[config.mk]
export PLATFORM = sky130hd
export DESIGN_NAME = alu_op_sequencer
export DESIGN_NICKNAME = d
export VERILOG_FILES = /design/src/rtl/alu_ctrl_pkg.sv /design/src/rtl/alu_wdog_counter.sv /design/src/rtl/alu_op_sequencer.sv
export SDC_FILE = /design/constraint.sdc
export NUM_CORES = 1
export LEC_CHECK = 0
export BUFFER_PORTS_ARGS = -buffer_cell sky130_fd_sc_hd__buf_2
export CORE_MARGIN = 1.5
export CORE_UTILIZATION = 30
export CTS_BUF_LIST = sky130_fd_sc_hd__clkbuf_2 sky130_fd_sc_hd__clkbuf_4 sky130_fd_sc_hd__clkbuf_8
export DETAILED_ROUTE_END_ITERATION = 10
export GPL_TIMING_DRIVEN = 0
export PLACE_DENSITY_LB_ADDON = 0.05
export SLEW_MARGIN = 20
export SYNTH_ARGS = -nofsm -noshare
export SYNTH_HDL_FRONTEND = slang
export SYNTH_SLANG_ARGS = --single-unit
[constraint.sdc]
create_clock -name clk_in -period 2 [get_ports clk_in]
set_clock_uncertainty 0.05 [all_clocks]
set_input_delay 0.1 -clock clk_in [delete_from_list [all_inputs] [get_ports clk_in]]
set_output_delay 0.1 -clock clk_in [all_outputs]
set_load 0.01 [all_outputs]
[src/rtl/alu_ctrl_pkg.sv]
`default_nettype none
// ============================================================================
// Package : alu_ctrl_pkg
// Brief   : Shared state encoding, push-button indices and ALU opcodes.
// Rev     : 1.0
// ============================================================================
package alu_ctrl_pkg;

    // Encoding is exported on state_dbg, so the values are fixed.
    typedef enum logic [2:0] {
        ST_IDLE  = 3'd0,
        ST_ISSUE = 3'd1,
        ST_WAIT  = 3'd2,
        ST_DONE  = 3'd3,
        ST_ERR   = 3'd4
    } state_t;

    localparam int c_pb_load_a = 1;
    localparam int c_pb_load_b = 2;
    localparam int c_pb_exec   = 3;

    localparam logic [3:0] c_op_add = 4'd0;
    localparam logic [3:0] c_op_sub = 4'd1;
    localparam logic [3:0] c_op_and = 4'd2;
    localparam logic [3:0] c_op_or  = 4'd3;
    localparam logic [3:0] c_op_xor = 4'd4;
    localparam logic [3:0] c_op_mul = 4'd5;

endpackage
`default_nettype wire

[src/rtl/alu_wdog_counter.sv]
`default_nettype none
// ============================================================================
// Module : alu_wdog_counter
// Brief  : Clear/enable watchdog that saturates at TIMEOUT-1 and flags it.
// Rev    : 1.0
// ============================================================================
module alu_wdog_counter #(
    parameter int TIMEOUT = 15
) (
    input  logic clk_in,
    input  logic rst_n,
    input  logic clear,
    input  logic enable,
    output logic terminal
);

    localparam int              c_cnt_w = $clog2(TIMEOUT);
    localparam logic [c_cnt_w-1:0] c_term = c_cnt_w'(TIMEOUT - 1);

    logic [c_cnt_w-1:0] r_count;

    // Holding at the terminal value keeps the counter from ever wrapping.
    always_ff @(posedge clk_in or negedge rst_n) begin
        if (!rst_n) begin
            r_count <= '0;
        end else if (clear) begin
            r_count <= '0;
        end else if (enable && !terminal) begin
            r_count <= r_count + 1'b1;
        end
    end

    assign terminal = (r_count == c_term);

endmodule
`default_nettype wire

[src/rtl/alu_op_sequencer.sv]
`default_nettype none
// ============================================================================
// Module : alu_op_sequencer
// Brief  : Front-panel load-A / load-B / execute sequencer with ALU watchdog.
// Rev    : 1.0
// ============================================================================
module alu_op_sequencer
    import alu_ctrl_pkg::*;
#(
    parameter int WIDTH   = 4,
    parameter int RES_W   = 8,
    parameter int TIMEOUT = 15
) (
    input  logic             clk_in,
    input  logic             rst_n,
    input  logic             run_pulse,
    input  logic [WIDTH-1:0] sw,
    input  logic [3:1]       pb,
    output logic [WIDTH-1:0] alu_a,
    output logic [WIDTH-1:0] alu_b,
    output logic [3:0]       alu_op,
    output logic             alu_start,
    input  logic             alu_done,
    input  logic [RES_W-1:0] alu_result,
    output logic [RES_W-1:0] result,
    output logic             result_valid,
    output logic             busy,
    output logic             timeout_err,
    output logic [2:0]       state_dbg
);

    state_t           r_state;
    logic [WIDTH-1:0] r_alu_a;
    logic [WIDTH-1:0] r_alu_b;
    logic [3:0]       r_alu_op;
    logic             r_alu_start;
    logic [RES_W-1:0] r_result;
    logic             r_result_valid;
    logic             r_busy;
    logic             r_timeout_err;

    logic w_cmd;
    logic w_wdog_clear;
    logic w_wdog_en;
    logic w_wdog_term;

    // A switch-only edge produces run_pulse with no button set; that is not a command.
    assign w_cmd        = run_pulse && (|pb);
    assign w_wdog_clear = (r_state == ST_ISSUE);
    assign w_wdog_en    = (r_state == ST_WAIT) && !alu_done;

    alu_wdog_counter #(
        .TIMEOUT (TIMEOUT)
    ) u_wdog (
        .clk_in   (clk_in),
        .rst_n    (rst_n),
        .clear    (w_wdog_clear),
        .enable   (w_wdog_en),
        .terminal (w_wdog_term)
    );

    always_ff @(posedge clk_in or negedge rst_n) begin
        if (!rst_n) begin
            r_state        <= ST_IDLE;
            r_alu_a        <= '0;
            r_alu_b        <= '0;
            r_alu_op       <= '0;
            r_alu_start    <= 1'b0;
            r_result       <= '0;
            r_result_valid <= 1'b0;
            r_busy         <= 1'b0;
            r_timeout_err  <= 1'b0;
        end else begin
            r_alu_start <= 1'b0;
            case (r_state)
                ST_IDLE, ST_DONE: begin
                    if (w_cmd) begin
                        r_result_valid <= 1'b0;
                        if (pb[c_pb_exec]) begin
                            r_alu_op    <= 4'(sw);
                            r_alu_start <= 1'b1;
                            r_busy      <= 1'b1;
                            r_state     <= ST_ISSUE;
                        end else if (pb[c_pb_load_b]) begin
                            r_alu_b <= sw;
                            r_state <= ST_IDLE;
                        end else begin
                            r_alu_a <= sw;
                            r_state <= ST_IDLE;
                        end
                    end else begin
                        r_state <= ST_IDLE;
                    end
                end
                ST_ISSUE: begin
                    r_state <= ST_WAIT;
                end
                ST_WAIT: begin
                    // A completion on the terminal watchdog cycle still counts as success.
                    if (alu_done) begin
                        r_result       <= alu_result;
                        r_result_valid <= 1'b1;
                        r_busy         <= 1'b0;
                        r_state        <= ST_DONE;
                    end else if (w_wdog_term) begin
                        r_timeout_err <= 1'b1;
                        r_busy        <= 1'b0;
                        r_state       <= ST_ERR;
                    end
                end
                ST_ERR: begin
                    if (w_cmd) begin
                        r_timeout_err <= 1'b0;
                        r_state       <= ST_IDLE;
                    end
                end
                default: begin
                    r_busy  <= 1'b0;
                    r_state <= ST_IDLE;
                end
            endcase
        end
    end

    assign alu_a        = r_alu_a;
    assign alu_b        = r_alu_b;
    assign alu_op       = r_alu_op;
    assign alu_start    = r_alu_start;
    assign result       = r_result;
    assign result_valid = r_result_valid;
    assign busy         = r_busy;
    assign timeout_err  = r_timeout_err;
    assign state_dbg    = r_state;

endmodule
`default_nettype wire

* Word-level counts from Yosys, hierarchy flattened
Cells that the tools add are included.
** Storage, ports and cells
- Output and inout bits :: 27
- Bits of input ports :: 19
- Bits in registers :: 31
- Word-level logic and storage cells :: 68
** Operators by class
- Reductions and logical operators :: 20
- Add/subtract/negate cells :: 1
- Bitwise logic cells :: 3
- Equality and inequality tests :: 12
- Multiplexer cells :: 22
** Operators by type and width (count)
- 4-bit AND reduction :: 4
- 1-bit 2-to-1 mux :: 12
- 3-bit 2-to-1 mux :: 4
- 3-bit case mux with 4 select lines :: 1
- 2-bit != test, second input constant :: 5
- 4-bit 2-to-1 mux :: 2
- 3-bit by 2-bit == test with 1-bit output, second input constant :: 2
- 3-bit AND reduction :: 2
- 2-bit nonzero test :: 3
- 4-bit by 1-bit adder with 4-bit output, second input constant :: 1
- 4-bit == test, second input constant :: 1
- 1-bit case mux with 2 select lines :: 2
- 2-bit AND reduction :: 2
- 2-bit OR reduction :: 2
- 3-bit by 1-bit == test with 1-bit output, second input constant :: 1
- 3-bit == test, second input constant :: 1
- 1-bit logical AND :: 3
- 3-bit zero test :: 1
- 3-bit by 2-bit != test with 1-bit output, second input constant :: 1
- 1-bit inverter :: 3
- 1-bit case mux with 3 select lines :: 1
- 3-bit OR reduction :: 1
- 1-bit zero test :: 2
- 2-bit by 1-bit != test with 1-bit output, second input constant :: 1

* Longest topological paths before layout
- Word-level depth :: 5
- Gate-level depth with buffers :: 5
- Gate-level depth less buffers :: 5

* By module
Synthesis repeated with hierarchy kept, for this count alone.
** Unflattened totals
- Cell total of the unflattened synthesis :: 105
- Area, all modules :: 1380.1 µm²
** By module, submodules not included
- alu_op_sequencer :: times used 1, sequential area each 675.6 µm², cells each 81, area each 1158.6 µm²
- alu_wdog_counter :: times used 1, sequential area each 100.1 µm², cells each 24, area each 221.5 µm²

* Worst setup path before layout
OpenSTA, ideal clock, no wires.
- Kind :: register -> register
- From :: register r_state[0], in the netlist state_dbg[0]
- To :: register u_wdog.r_count[3]
- Arrival time :: 1.319 ns
- Setup time :: 0.134 ns
- Period minus slack after synthesis :: 1.503 ns
- Stages on the path, launching flop included :: 5
- Setup slack :: 0.497 ns
- Data required time :: 1.816 ns
- Cells stage by stage :: dfrtp_1 -> buf_6 -> or4b_4 -> nor3_1 -> a221oi_1
** On the way
- Cells in the longest elaborated chain, start to end :: 4
- Elaborated cells between the ends (all ways) :: 6
** Ends and longest elaborated chain
- start: declaration :: line alu_op_sequencer.sv:32 : state_t r_state;
- start signal: assignment :: line alu_op_sequencer.sv:64 : r_state <= ST_IDLE;
- start signal: assignment :: line alu_op_sequencer.sv:83 : r_state <= ST_ISSUE;
- start signal: assignment :: line alu_op_sequencer.sv:86 : r_state <= ST_IDLE;
- 3-bit by 2-bit == test with 1-bit output :: line alu_op_sequencer.sv:50 : assign w_wdog_en = (r_state == ST_WAIT) && !alu_done;
- 1-bit logical AND :: line alu_op_sequencer.sv:50
- 1-bit logical AND :: line alu_wdog_counter.sv:28 : end else if (enable && !terminal) begin
- 2-bit nonzero test (no line)
- end signal: assignment :: line alu_wdog_counter.sv:29 : r_count <= r_count + 1'b1;
- end: declaration :: line alu_wdog_counter.sv:20 : logic [c_cnt_w-1:0] r_count;
Several ways; a longest one is shown, not always the timed one.
A chain may end at the register's enable or synchronous reset.

* Final worst setup path
- From :: register r_state[1], in the netlist state_dbg[1]
- To :: register r_alu_a[0], in the netlist alu_a[0]
** On the way
- Cells in the longest elaborated chain, start to end :: 3
- Elaborated cells between the ends (all ways) :: 4
** Ends and longest elaborated chain
- 3-bit by 2-bit == test with 1-bit output / 3-bit zero test (equally long branches) :: line alu_op_sequencer.sv:75 : case (r_state)
- 2-bit OR reduction * :: line alu_op_sequencer.sv:75
- 4-bit AND reduction (no line) *
- end signal: assignment :: line alu_op_sequencer.sv:88 : r_alu_a <= sw;
- end: declaration :: line alu_op_sequencer.sv:33 : logic [WIDTH-1:0] r_alu_a;
Every way passes the cells marked *; elsewhere a longest branch is shown, timed or not.

==> out/metrics.cfg <==
[global_route]
grt_usage=0.132
overflow=0
grt_max_degree=32
antenna_found_initial=0
grt_pass1_wl_um=4890
first_global_vias=1010

[finish]
area_growth_pct=34.2
drive_gt1_frac=0.519
nFillCells=443
layout.nets=183
n_antenna_cell=0

[placement]
port_buffers=45
place_hpwl_um=2050
place.gp.congestion=0.689

[timing]
fmax_mhz=637
maxSlewHeadroom=0.536
rsz0062_at_grt=no
worstMarginPinSlew_ns=0.696
slew_violations=0
tns_ns=0
finalHoldViolCount=0
fin_crit_ns=1.57
period_share=0.784
finalSetupViolCount=0

[logic_synthesis]
synth_edf_count=0
yosysTopAreaCellShare=0.567
async_flop_share=1.00
synth_area_um2=1370
seq_area_frac_synth=0.567
yosysMostFrequentCell=dfrtp_1
synth_cell_types=34
synth_area_per_cell_um2=13.5
synth_top_area_cell=dfrtp_1
yosys_warnings=0
syn_inst=101
synth_nets=122
synthFlopType=dfrtp_1
synthTopCellsByArea=dfrtp_1, mux2_2, nand2_1
ys_seq_elements=31
synth_common_cells=dfrtp_1, mux2_2, nand2_1, inv_1, nand3_1

[floorplanning]
die_w_um=70.5
die_area_um2=4970
die_h_um=70.5
core_area_um2=4380
io_pins=46
start_util=0.312
rows=24

[power_and_ir_drop]
power_per_cell_area_nw_per_um2=1410
power_leakage_nw=0.894
power_mw=2.59
ir_worst_vdd_v=0.000485

[cts]
post_cts_resized=0
post_cts_buffers=0
htreeDepth=2
cts_buffer_depth=2
clk_latency_ns=0.28
cts.sinks=31
cts_root_buf=clkbuf_8
cts_buffers=5
clk_pin_slew_worst_paths_ns=0.06
cts_tree=done
hold_buffers=9

[critical_path]
cpPeakStageDelay_ns=0.48
cp-end-kind=flip-flop
rr_worst_depth=3
arrival_ns=1.68
crit_slowest_cell=dfrtp_1
cp.depth=3
worstSetupPathType=flip-flop to flip-flop
worst_r2r_endpoint=alu_a[0]$_DFFE_PN0P_
crit_chain=xnor2_2 -> nand4_1 -> mux2_2
critPathRequiredTime_ns=2.11
path_buf_inv=0
rr_startpoint=state_dbg[1]$_DFFE_PN0P_
setup.worst_path.start_class=flip-flop
r2r_setup_slack_ns=0.43
critPathTopFamily=flip-flops
worstPathMaxFanout=8

[min_path]
min_to=alu_b[3]$_DFFE_PN0P_
hold_path_depth=2
hold_class=input port to flip-flop
hold_start=sw[3]

[routing]
vias=991
vias_per_cell=4.63
route.detailed.drc=0
ant_nets=0
first_pass_iters=4
wire_per_inst_um=13.1
drt-initial-drc-count=23
finalWirelength_um=2810

[outcome]
outcome=completed

[run]
maxCapViolCount=0

## power by group
group | switching (mW) | leakage [nW] | internal, mW
Clock | 0.218 | 0.0470 | 0.269
Sequential | 0.160 | 0.383 | 0.905
Combinational | 0.492 | 0.464 | 0.548
Total | 0.870 | 0.894 | 1.72
## area by class of cell
class / instances / area, µm² / area share
timing repair buffer: 54 / 315 / 0.172
tap: 52 / 65.1 / 0.0354
inverter: 4 / 15.0 / 0.00818
buffer: 3 / 23.8 / 0.0130
sequential: 31 / 776 / 0.423
clock buffer: 6 / 82.6 / 0.0450
clock inverter: 1 / 5.00 / 0.00273
multi-input combinational: 63 / 553 / 0.301
## layout by cell type (no fill, tap or decap), types with 2 or more instances in the layout
cell type	n
nand4_1	2
nor2b_1	2
nand3_1	4
o21ai_0	2
dlygate4sd3_1	9
mux2_2	20
o31ai_1	2
buf_2	46
dfrtp_1	31
inv_1	4
mux2i_1	2
nand2_1	7
ha_1	2
clkbuf_8	6
## registers in the layout, summed over array words and instances, names as in the netlist
register	count
result	8
alu_a	4
alu_b	4
alu_op	4
u_wdog.r_count	4
state_dbg	3
alu_start	1
busy	1
result_valid	1
timeout_err	1
## worst max path at each step
| stage | startpoint | to | slack, ns |
|---|---|---|---|
| 2_1_floorplan | state_dbg[0]$_DFFE_PN0P_ | u_wdog.r_count[3]$_DFFE_PN0P_ | 0.50 |
| 3_3_place_gp | state_dbg[1]$_DFFE_PN0P_ | alu_b[0]$_DFFE_PN0P_ | 0.43 |
| 3_5_place_dp | state_dbg[1]$_DFFE_PN0P_ | alu_a[3]$_DFFE_PN0P_ | 0.43 |
| 4_1_cts | state_dbg[1]$_DFFE_PN0P_ | alu_a[0]$_DFFE_PN0P_ | 0.41 |
| 5_1_grt | state_dbg[1]$_DFFE_PN0P_ | alu_b[2]$_DFFE_PN0P_ | 0.28 |
| 6_report | state_dbg[1]$_DFFE_PN0P_ | alu_a[0]$_DFFE_PN0P_ | 0.43 |
## per-stage QoR
| step | hold WS (ns) | worst slack (ns) | cell area (µm²) | instances | utilization |
|---|---|---|---|---|---|
| global placement | 0.132 | 0.435 | 1660 | 198 | 0.378 |
| CTS | 0.0158 | 0.406 | 1840 | 214 | 0.419 |
| floorplan | -0.246 | 0.497 | 1370 | 101 | - |
| global route | 0.0135 | 0.280 | 1840 | 214 | 0.419 |
| detailed placement | 0.148 | 0.428 | 1660 | 198 | 0.378 |
| finish | 0.0281 | 0.431 | 1840 | 214 | 0.419 |
## layer usage
layer  track usage  up-vias  routed length [µm]
li1              -      488                   -
met1         0.157      462                1220
met2         0.206       36                1330
met3        0.0548        5                 199
met4        0.0641        0                  59
met5             0        -                   0
## cells by family after synthesis
family / after synthesis / share of synthesized area
adder cells (fa/ha/maj): 2 / 0.0183
XOR/XNOR: 1 / 0.0119
AND/OR/NAND/NOR: 26 / 0.129
flip-flops: 31 / 0.567
buffers and inverters: 7 / 0.0284
AO/OA/AOI/OAI: 12 / 0.0659
multiplexers: 22 / 0.179
Power figures use the tool's default switching activity.
